<file path="src/rtl/crc_pkg.sv">
// Shared definitions for the multi-channel CRC engine: register map, CTRL
// field positions, transpose codes and reset values.
package crc_pkg;

    localparam logic [3:0] OFF_DATA   = 4'h0;
    localparam logic [3:0] OFF_POLY   = 4'h4;
    localparam logic [3:0] OFF_CTRL   = 4'h8;
    localparam logic [3:0] OFF_STATUS = 4'hC;

    localparam int CTRL_TOT  = 30;
    localparam int CTRL_TOTR = 28;
    localparam int CTRL_FXOR = 26;
    localparam int CTRL_WAS  = 25;
    localparam int CTRL_TCRC = 24;

    localparam logic [31:0] CRC_RESET  = 32'hFFFF_FFFF;
    localparam logic [31:0] POLY_RESET = 32'h0000_1021;
    localparam logic [31:0] CTRL_RESET = 32'h0000_0000;

    localparam logic [0:0] ENG_IDLE = 1'b0;
    localparam logic [0:0] ENG_RUN  = 1'b1;

    typedef enum logic [1:0] {
        TP_NONE        = 2'b00,
        TP_BYTE_BITREV = 2'b01,
        TP_FULL_REV    = 2'b10,
        TP_BYTE_SWAP   = 2'b11
    } transpose_e;

    function automatic logic [31:0] transpose(input logic [31:0] w, input transpose_e code);
        logic [31:0] r;
        r = w;
        case (code)
            TP_BYTE_BITREV: for (int i = 0; i < 32; i++) r[i] = w[(i / 8) * 8 + 7 - (i % 8)];
            TP_FULL_REV:    for (int i = 0; i < 32; i++) r[i] = w[31 - i];
            TP_BYTE_SWAP:   r = {w[7:0], w[15:8], w[23:16], w[31:24]};
            default:        r = w;
        endcase
        return r;
    endfunction

endpackage

</file>
<file path="src/rtl/crc_lfsr_step.sv">
// Combinational STEP-bit advance of a 32- or 16-bit CRC register, message
// bits consumed MSB first, no augmentation.
module crc_lfsr_step
    import crc_pkg::*;
#(
    parameter int STEP = 8
) (
    input  logic [31:0]     crc_in,
    input  logic [31:0]     poly,
    input  logic [STEP-1:0] msg,
    input  logic            wide,
    output logic [31:0]     crc_out
);

    logic [31:0] c;
    logic        fb;

    always_comb begin
        c  = crc_in;
        fb = 1'b0;
        for (int i = STEP - 1; i >= 0; i--) begin
            fb = wide ? c[31] : c[15];
            c  = {c[30:0], msg[i]};
            if (fb) c = c ^ poly;
            if (!wide) c[31:16] = 16'h0000;
        end
        crc_out = c;
    end

endmodule

</file>
<file path="src/rtl/crc_engine_mc.sv">
// NCH independent CRC contexts sharing one multi-cycle LFSR engine, with a
// one-word pending buffer and a ready/stall bus handshake.
module crc_engine_mc
    import crc_pkg::*;
#(
    parameter int          NCH       = 4,
    parameter int          STEP      = 8,
    parameter logic [31:0] BASE_ADDR = 32'h4003_2000
) (
    input  logic        clk,
    input  logic        rst,
    input  logic        sel,
    input  logic        rw,
    input  logic [31:0] addr,
    input  logic [31:0] data_wr,
    output logic [31:0] data_rd,
    output logic        ready
);

    localparam int         CW       = (NCH > 1) ? $clog2(NCH) : 1;
    localparam logic [4:0] CNT_LAST = 5'(32 / STEP - 1);

    logic [31:0] crc_q  [NCH];
    logic [31:0] poly_q [NCH];
    logic [31:0] ctrl_q [NCH];
    logic [15:0] wcnt_q [NCH];

    logic [0:0]    eng_state;
    logic [CW-1:0] eng_ctx;
    logic [4:0]    eng_cnt;
    logic [31:0]   eng_word;
    logic          buf_valid;
    logic [CW-1:0] buf_ctx;
    logic [31:0]   buf_word;

    logic [31:0]   offset;
    logic          mapped;
    logic [CW-1:0] ctx;
    logic [3:0]    reg_off;
    logic [31:0]   ctx_ctrl;
    logic          ctx_busy;
    logic          ctx_pend;
    logic          is_data;
    logic          stall_a;
    logic          stall_b;
    logic          wr_acc;
    logic          feed;
    logic [31:0]   in_word;
    logic [31:0]   lfsr_out;
    logic [31:0]   rd_crc;

    assign offset   = addr - BASE_ADDR;
    assign mapped   = (addr >= BASE_ADDR) && (offset < 32'(NCH * 16)) && (offset[1:0] == 2'b00);
    assign ctx      = offset[4 +: CW];
    assign reg_off  = offset[3:0];
    assign ctx_ctrl = ctrl_q[ctx];
    assign ctx_busy = (eng_state == ENG_RUN) && (eng_ctx == ctx);
    assign ctx_pend = buf_valid && (buf_ctx == ctx);
    assign is_data  = mapped && (reg_off == OFF_DATA);

    // Buffer-full stall looks only at registered state, so a drain and a
    // new buffered write never land on the same edge.
    assign stall_a = sel && rw && is_data && !ctx_ctrl[CTRL_WAS] && buf_valid;
    assign stall_b = sel && mapped && (reg_off != OFF_STATUS) && (ctx_busy || ctx_pend);
    assign ready   = !(rst && (stall_a || stall_b));

    assign wr_acc  = sel && ready && rw && mapped;
    assign feed    = wr_acc && is_data && !ctx_ctrl[CTRL_WAS];
    assign in_word = transpose(data_wr, transpose_e'(ctx_ctrl[CTRL_TOT +: 2]));

    crc_lfsr_step #(.STEP(STEP)) u_step (
        .crc_in  (crc_q[eng_ctx]),
        .poly    (poly_q[eng_ctx]),
        .msg     (eng_word[31 -: STEP]),
        .wide    (ctrl_q[eng_ctx][CTRL_TCRC]),
        .crc_out (lfsr_out)
    );

    always_ff @(posedge clk or negedge rst) begin
        if (!rst) begin
            for (int i = 0; i < NCH; i++) begin
                crc_q[i]  <= CRC_RESET;
                poly_q[i] <= POLY_RESET;
                ctrl_q[i] <= CTRL_RESET;
                wcnt_q[i] <= 16'h0000;
            end
            eng_state <= ENG_IDLE;
            eng_ctx   <= '0;
            eng_cnt   <= '0;
            eng_word  <= '0;
            buf_valid <= 1'b0;
            buf_ctx   <= '0;
            buf_word  <= '0;
        end else begin
            if (eng_state == ENG_RUN) begin
                crc_q[eng_ctx] <= lfsr_out;
                eng_word       <= eng_word << STEP;
                eng_cnt        <= eng_cnt + 5'd1;
                if (eng_cnt == CNT_LAST) begin
                    wcnt_q[eng_ctx] <= wcnt_q[eng_ctx] + 16'd1;
                    eng_cnt         <= '0;
                    // A write arriving on the last cycle hands straight over.
                    if (buf_valid) begin
                        eng_ctx   <= buf_ctx;
                        eng_word  <= buf_word;
                        buf_valid <= 1'b0;
                    end else if (feed) begin
                        eng_ctx  <= ctx;
                        eng_word <= in_word;
                    end else begin
                        eng_state <= ENG_IDLE;
                    end
                end else if (feed) begin
                    buf_valid <= 1'b1;
                    buf_ctx   <= ctx;
                    buf_word  <= in_word;
                end
            end else if (feed) begin
                eng_state <= ENG_RUN;
                eng_ctx   <= ctx;
                eng_word  <= in_word;
                eng_cnt   <= '0;
            end

            if (wr_acc) begin
                case (reg_off)
                    OFF_DATA: if (ctx_ctrl[CTRL_WAS]) begin
                        crc_q[ctx]  <= ctx_ctrl[CTRL_TCRC] ? in_word : {16'h0000, in_word[15:0]};
                        wcnt_q[ctx] <= 16'h0000;
                    end
                    OFF_POLY: poly_q[ctx] <= data_wr;
                    OFF_CTRL: ctrl_q[ctx] <= data_wr;
                    default: ;
                endcase
            end
        end
    end

    always_comb begin
        rd_crc = crc_q[ctx];
        if (ctx_ctrl[CTRL_FXOR])
            rd_crc = rd_crc ^ (ctx_ctrl[CTRL_TCRC] ? 32'hFFFF_FFFF : 32'h0000_FFFF);
        data_rd = '0;
        if (rst && sel && !rw && mapped) begin
            case (reg_off)
                OFF_DATA:   data_rd = transpose(rd_crc, transpose_e'(ctx_ctrl[CTRL_TOTR +: 2]));
                OFF_POLY:   data_rd = poly_q[ctx];
                OFF_CTRL:   data_rd = ctx_ctrl;
                OFF_STATUS: data_rd = {wcnt_q[ctx], 14'h0000, ctx_pend, ctx_busy};
                default:    data_rd = '0;
            endcase
        end
    end

endmodule

</file>
<file path="config.mk">
export PLATFORM = sky130hd
export DESIGN_NAME = crc_engine_mc
export DESIGN_NICKNAME = d
export VERILOG_FILES = /design/src/rtl/crc_pkg.sv /design/src/rtl/crc_lfsr_step.sv /design/src/rtl/crc_engine_mc.sv
export SDC_FILE = /design/constraint.sdc
export NUM_CORES = 2
export LEC_CHECK = 0
export CELL_PAD_IN_SITES_DETAIL_PLACEMENT = 0
export CELL_PAD_IN_SITES_GLOBAL_PLACEMENT = 1
export CORE_MARGIN = 5
export CORE_UTILIZATION = 55
export DETAILED_ROUTE_END_ITERATION = 8
export PLACE_DENSITY_LB_ADDON = 0.25
export SLEW_MARGIN = 10
export SYNTH_ARGS = -nofsm -noshare
export SYNTH_HDL_FRONTEND = slang
export SYNTH_SLANG_ARGS = --single-unit
export TNS_END_PERCENT = 30
</file>
<file path="constraint.sdc">
create_clock -name clk -period 11.5 [get_ports clk]
set_input_delay 2.3 -clock clk [delete_from_list [all_inputs] [get_ports clk]]
set_output_delay 2.3 -clock clk [all_outputs]
set_load 0.05 [all_outputs]
</file>
# Word level (Yosys, flattened, before mapping)
# Cells that the tools add are included.
totals:
  regBits: 523
  wordCells: 191
classes:
  order_cmp: 6
  n_mux: 95
  n_addsub: 3
  eq_ne: 14
  bitwise_logic: 14
  n_reduce_logical: 36
ops:
  columns: ["op", "count"]
  rows:
  - ["$mux 32", 29]
  - ["$bwmux 128", 4]
  - ["$mux 128", 4]
  - ["$bmux 32 s2", 6]
  - ["$mux 64", 5]
  - ["$xor 32x32->32", 9]
  - ["$mux 16", 14]
  - ["$pmux 32 s3", 2]
  - ["$demux 32 s2", 2]
  - ["$pmux 32 s4", 1]
  - ["$and 64x64->64", 1]
  - ["$bmux 16 s2", 2]
  - ["$bwmux 64", 1]
  - ["$demux 16 s2", 2]
  - ["$not 64->64", 1]
  - ["$mux 25", 2]
  - ["$ge 32x31->1 const B", 1]
  - ["$lt 32x7->1 const B", 1]
  - ["$sub 32x31->32 const B", 1]
  - ["$logic_and 1x1->1", 23]
  - ["$add 16x1->16 const B", 1]
  - ["$mux 5", 3]
  - ["$mux 1", 14]
  - ["$eq 2x2->1 const B", 4]
  - ["other kinds (20)", 35]

# Longest topological paths before layout
depth:
  ltp_word: 34
  depth_mapped: 22
  mapped_depth_nobuf: 16

# Modules after synthesis
# A second synthesis with hierarchy kept.
unflattened:
  hier_cells: 3336
  area_unflattened_um2: 35741.8
modules_own_cells:
  columns: ["module", "cells_per_inst", "seq_area_each_um2", "area_per_inst_um2", "instances"]
  rows:
  - ["crc_engine_mc", 2577, 13262.7, 30573.1, 1]
  - ["crc_lfsr_step", 759, 0.0, 5168.7, 1]

# Worst setup path before layout
# OpenSTA, ideal clock, no wires.
synth_path:
  path_kind: "input -> output"
  start: "in addr[4]"
  end: "out data_rd[1]"
  required_ns: 9.200
  path_slack_ns: 2.983
  path_stages: 11
  arrival_time_ns: 6.217
  path_cell_list: "buf_1 > mux4_2 > clkbuf_1 > nand2_1 > clkbuf_1 > xnor2_1 > mux2i_1 > mux2_2 > nor2_1 > a211oi_1 > a311oi_1"
synth_via:
  elab_chain_len: 11
  word_cells_on_any_way: 27
  cone_classes: "add/sub (1); order compare (2); eq/ne (4); mux (14); bitwise (2); reduce/logical (4)"
synth_rtl:
  columns: ["element", "line_no", "source"]
  rows:
  - ["from (decl)", "crc_engine_mc.sv:14", "input logic [31:0] addr,"]
  - ["$sub 32x31->32", "crc_engine_mc.sv:52", "assign offset = addr - BASE_ADDR;"]
  - ["$not 2->3 (not written as such)", "crc_engine_mc.sv:56, crc_engine_mc.sv:140, crc_engine_mc.sv:147", null]
  - ["$bmux 32 s2", "crc_engine_mc.sv:56", "assign ctx_ctrl = ctrl_q[ctx];"]
  - ["$mux 32 (not written as such) (2 in series)", "crc_engine_mc.sv:56", null]
  - ["$mux 32", "crc_engine_mc.sv:142", "rd_crc = rd_crc ^ (ctx_ctrl[CTRL_TCRC] ? 32'hFFFF_FFFF : 32'h0000_FFFF);"]
  - ["$xor 32x32->32", "crc_engine_mc.sv:142", null]
  - ["$mux 32", "crc_engine_mc.sv:141", "if (ctx_ctrl[CTRL_FXOR])"]
  - ["$pmux 32 s3", "crc_pkg.sv:33", "case (code)"]
  - ["$pmux 32 s4", "crc_engine_mc.sv:145", "case (reg_off)"]
  - ["$mux 32 *", "crc_engine_mc.sv:144", "if (rst && sel && !rw && mapped) begin"]
  - ["to (decl)", "crc_engine_mc.sv:16", "output logic [31:0] data_rd,"]
# Every way passes the cells marked *; elsewhere a longest branch is shown, timed or not. The select of a mux whose other input is x is not followed.

# Worst setup path after layout
layout_path:
  start: "in addr[4]"
  end: "out data_rd[0]"
# Same word-level chain as after synthesis.

==> results by group <==
Clocking
  – Resize count post-CTS: 0
  – CTS tree: yes
  – Total CTS buffers: 58
  – Worst-path clk slew: 0.06 ns
  – Hold bufs inserted after CTS: 0
  – Root Driver: clkbuf_16
  – Clock sinks: 523
  – Worst-skew pair later-pin latency: 0.64 ns
  – H-tree levels: 2
  – Postcts setup bufs: 0
  – Clock tree buffer depth: 3

Power and ir drop
  – Worst vdd ir: 0.128 mV
  – Pwr dens: 108 nW/um^2
  – Leak: 14.7 nW

Routing
  – DRC: 0
  – TritonRoute pass-1 iters: 6
  – Vias per Instance: 6.89
  – Final WL: 115 mm
  – Routed WL per cell: 29.8 um
  – Routed Antenna Nets: 0
  – 1st-iter DRT viols: 3183
  – Total number of vias: 26620

Floorplanning
  – Die Area: 66600 um^2
  – Core area: 61400 um^2
  – Die W: 258 um
  – Die Y: 258 um
  – I/O pin count: 101
  – Initial core utilization: 0.552
  – Site Rows: 91

Yosys
  – Mapped Area: 33900 um^2
  – Yosys reg bits: 523
  – Avg Inst Size Synth: 11.0 um^2
  – Primary FF master, synth: dfrtp_1
  – Syn Inst Count: 3073
  – Mapped Nets: 3144
  – Cell variety after synth: 83
  – Sequential share of the synthesized area: 0.392
  – YS warnings: 0
  – Post-synth EDFFs: 0
  – Ys async rst share: 1.00

Setup path
  – CP Capture Type: output pin
  – Crit path DAT: 6.78 ns
  – CP max FO: 61
  – Setup crit start kind: primary input
  – CP Class: primary input to output pin
  – Required time of the worst setup path: 9.20 ns

Finish
  – Area grow syn2layout: 10.2%
  – Diodes inserted: 0
  – Layout cells sized above 1: 0.281
  – Final #Nets: 3097

Timing
  – Setup ws final: 2.42 ns
  – Max Transition Viols Final: 0
  – RSZ-0062 raised after global routing: no
  – Final Hold Fails: 0
  – Post-Route Skew: 0.0268 ns
  – Finish-stage setup viols: 0
  – Max Freq: 110 MHz
  – Final worst path period need: 9.08 ns
  – Worst rel slew slack: 0.166
  – Final period util: 0.789
  – Final hold slack: 0.483 ns
  – Least-Margin Pin Slew: 1.25 ns
  – TNS Setup: 0 ns

Placed design
  – Port-buffer cells: 100
  – Gp weighted congestion: 0.952
  – Place WS: 2.42 ns
  – Final HPWL DP: 78.9 mm

Global route
  – Largest net degree at the start of global routing: 86
  – Total gr overflow: 0
  – All-Layer GR Usage: 0.341
  – First-pass GRT wire length: 173 mm
  – Vias in the first global route: 26318
  – Initial antenna violation count: 4

Run status
  – Status: completed

Flow run
  – Max-cap violation count: 0

Min path
  – Worst min path class: flip-flop to flip-flop
[cell usage after synthesis (all sizes together), types with 16 or more instances]
| master | number | area, um^2 |
|---|---|---|
| nor2b | 23 | 146 |
| a21oi | 183 | 916 |
| nor2 | 217 | 815 |
| mux4 | 207 | 4660 |
| xnor2 | 228 | 2040 |
| mux2 | 316 | 3560 |
| a211oi | 17 | 133 |
| nor3 | 32 | 160 |
| o21ai | 130 | 654 |
| nand3 | 42 | 210 |
| xor2 | 73 | 647 |
| buf | 133 | 594 |
| dfrtp | 383 | 9580 |
| mux2i | 150 | 1520 |
| nand2 | 311 | 1180 |
| o21a | 49 | 368 |
| clkbuf | 131 | 492 |
| and3 | 16 | 100 |
| dfstp | 140 | 3680 |
| a22oi | 54 | 405 |
| o211ai | 18 | 150 |
| a221oi | 40 | 350 |
| o22ai | 21 | 131 |
[registers in the layout, summed over array words and instances (netlist names)]
register / flops
buf_ctx: 2
buf_valid: 1
buf_word: 32
crc_q: 128
ctrl_q: 128
eng_cnt: 5
eng_ctx: 2
eng_state: 1
eng_word: 32
poly_q: 128
wcnt_q: 64
[through the flow]
step	power, mW	instance area (um^2)	instances	util
after floorplan	1.96	33900	3073	-
after global placement	2.08	35200	3756	0.574
after detailed placement	2.08	35200	3756	0.574
after CTS	4.06	37300	3866	0.608
after global routing	4.14	37300	3866	0.608
final	4.04	37300	3866	0.608
[layout by cell type (no fill, tap or decap), drive strengths merged, types with 7 or more instances in the layout]
cell type and n:
a22oi 54, mux4 207, o211ai 18, inv 14, o21a 49, nand3 42, o21ai 130, nand2 311
mux2 316, nand4 10, clkinv 12, nor2 217, and3 16, mux2i 150, nor4 11, dfrtp 383
a211oi 17, dfstp 140, o22ai 21, a21oi 183, and2 9, o221ai 13, a221oi 40, clkdlybuf4s50 95
buf 61, clkbuf 91, xor2 73, nor3 32, a32oi 7, xnor2 228, nor2b 23
[final timing paths]
kind | cells after the start | endpoint | startpoint | slack [ns]
max | 10 | data_rd[0] | addr[4] | 2.42
min | 2 | buf_word[19] | buf_word[19] | 0.48
max reg2reg | 16 | crc_q[38] | eng_ctx[0] | 3.72
min reg2reg | 2 | buf_word[19] | buf_word[19] | 0.48
max in group asynchronous | 5 | ctrl_q[74] | rst | 6.09
min in group asynchronous | 1 | wcnt_q[60] | rst | 1.62
[worst max-delay path: stages]
cell	delay, ns
clkbuf_8	0.58
mux4_2	0.84
nand2_1	0.73
xnor2_1	0.22
mux2i_1	0.13
mux2_2	0.35
nor2_1	0.11
a211oi_1	0.08
a311oi_1	0.43
clkdlybuf4s50_1	0.89
[where the power goes]
group | switching [mW] | internal (mW) | total (mW)
Combinational | 0.148 | 0.0639 | 0.212
Clock | 0.803 | 1.18 | 1.99
Sequential | 0.00000000738 | 1.84 | 1.84
[layer usage]
layer | global-route usage | up-vias | share of wire
met5 | 0 | - | 0.00043
met4 | 0.133 | 6 | 0.046
met3 | 0.0774 | 249 | 0.10
met2 | 0.515 | 1496 | 0.45
met1 | 0.483 | 13680 | 0.40
li1 | - | 11189 | -
[cell type report]
class	count	area [um^2]
timing repair buffer	157	1440
multi-input combinational	2274	19500
sequential	523	13300
inverter	12	45.0
clock inverter	20	236
tap	790	988
clock buffer	90	1830
fill	4903	24100
[cells by family after synthesis]
family,after synthesis,synth area share
buffers and inverters,276,0.0334
multiplexers,673,0.288
AO/OA/AOI/OAI,586,0.111
XOR/XNOR,309,0.0848
adder cells (fa/ha/maj),3,0.00111
flip-flops,523,0.392
AND/OR/NAND/NOR,703,0.0902
Note: power is estimated with default switching activity, not from simulation.
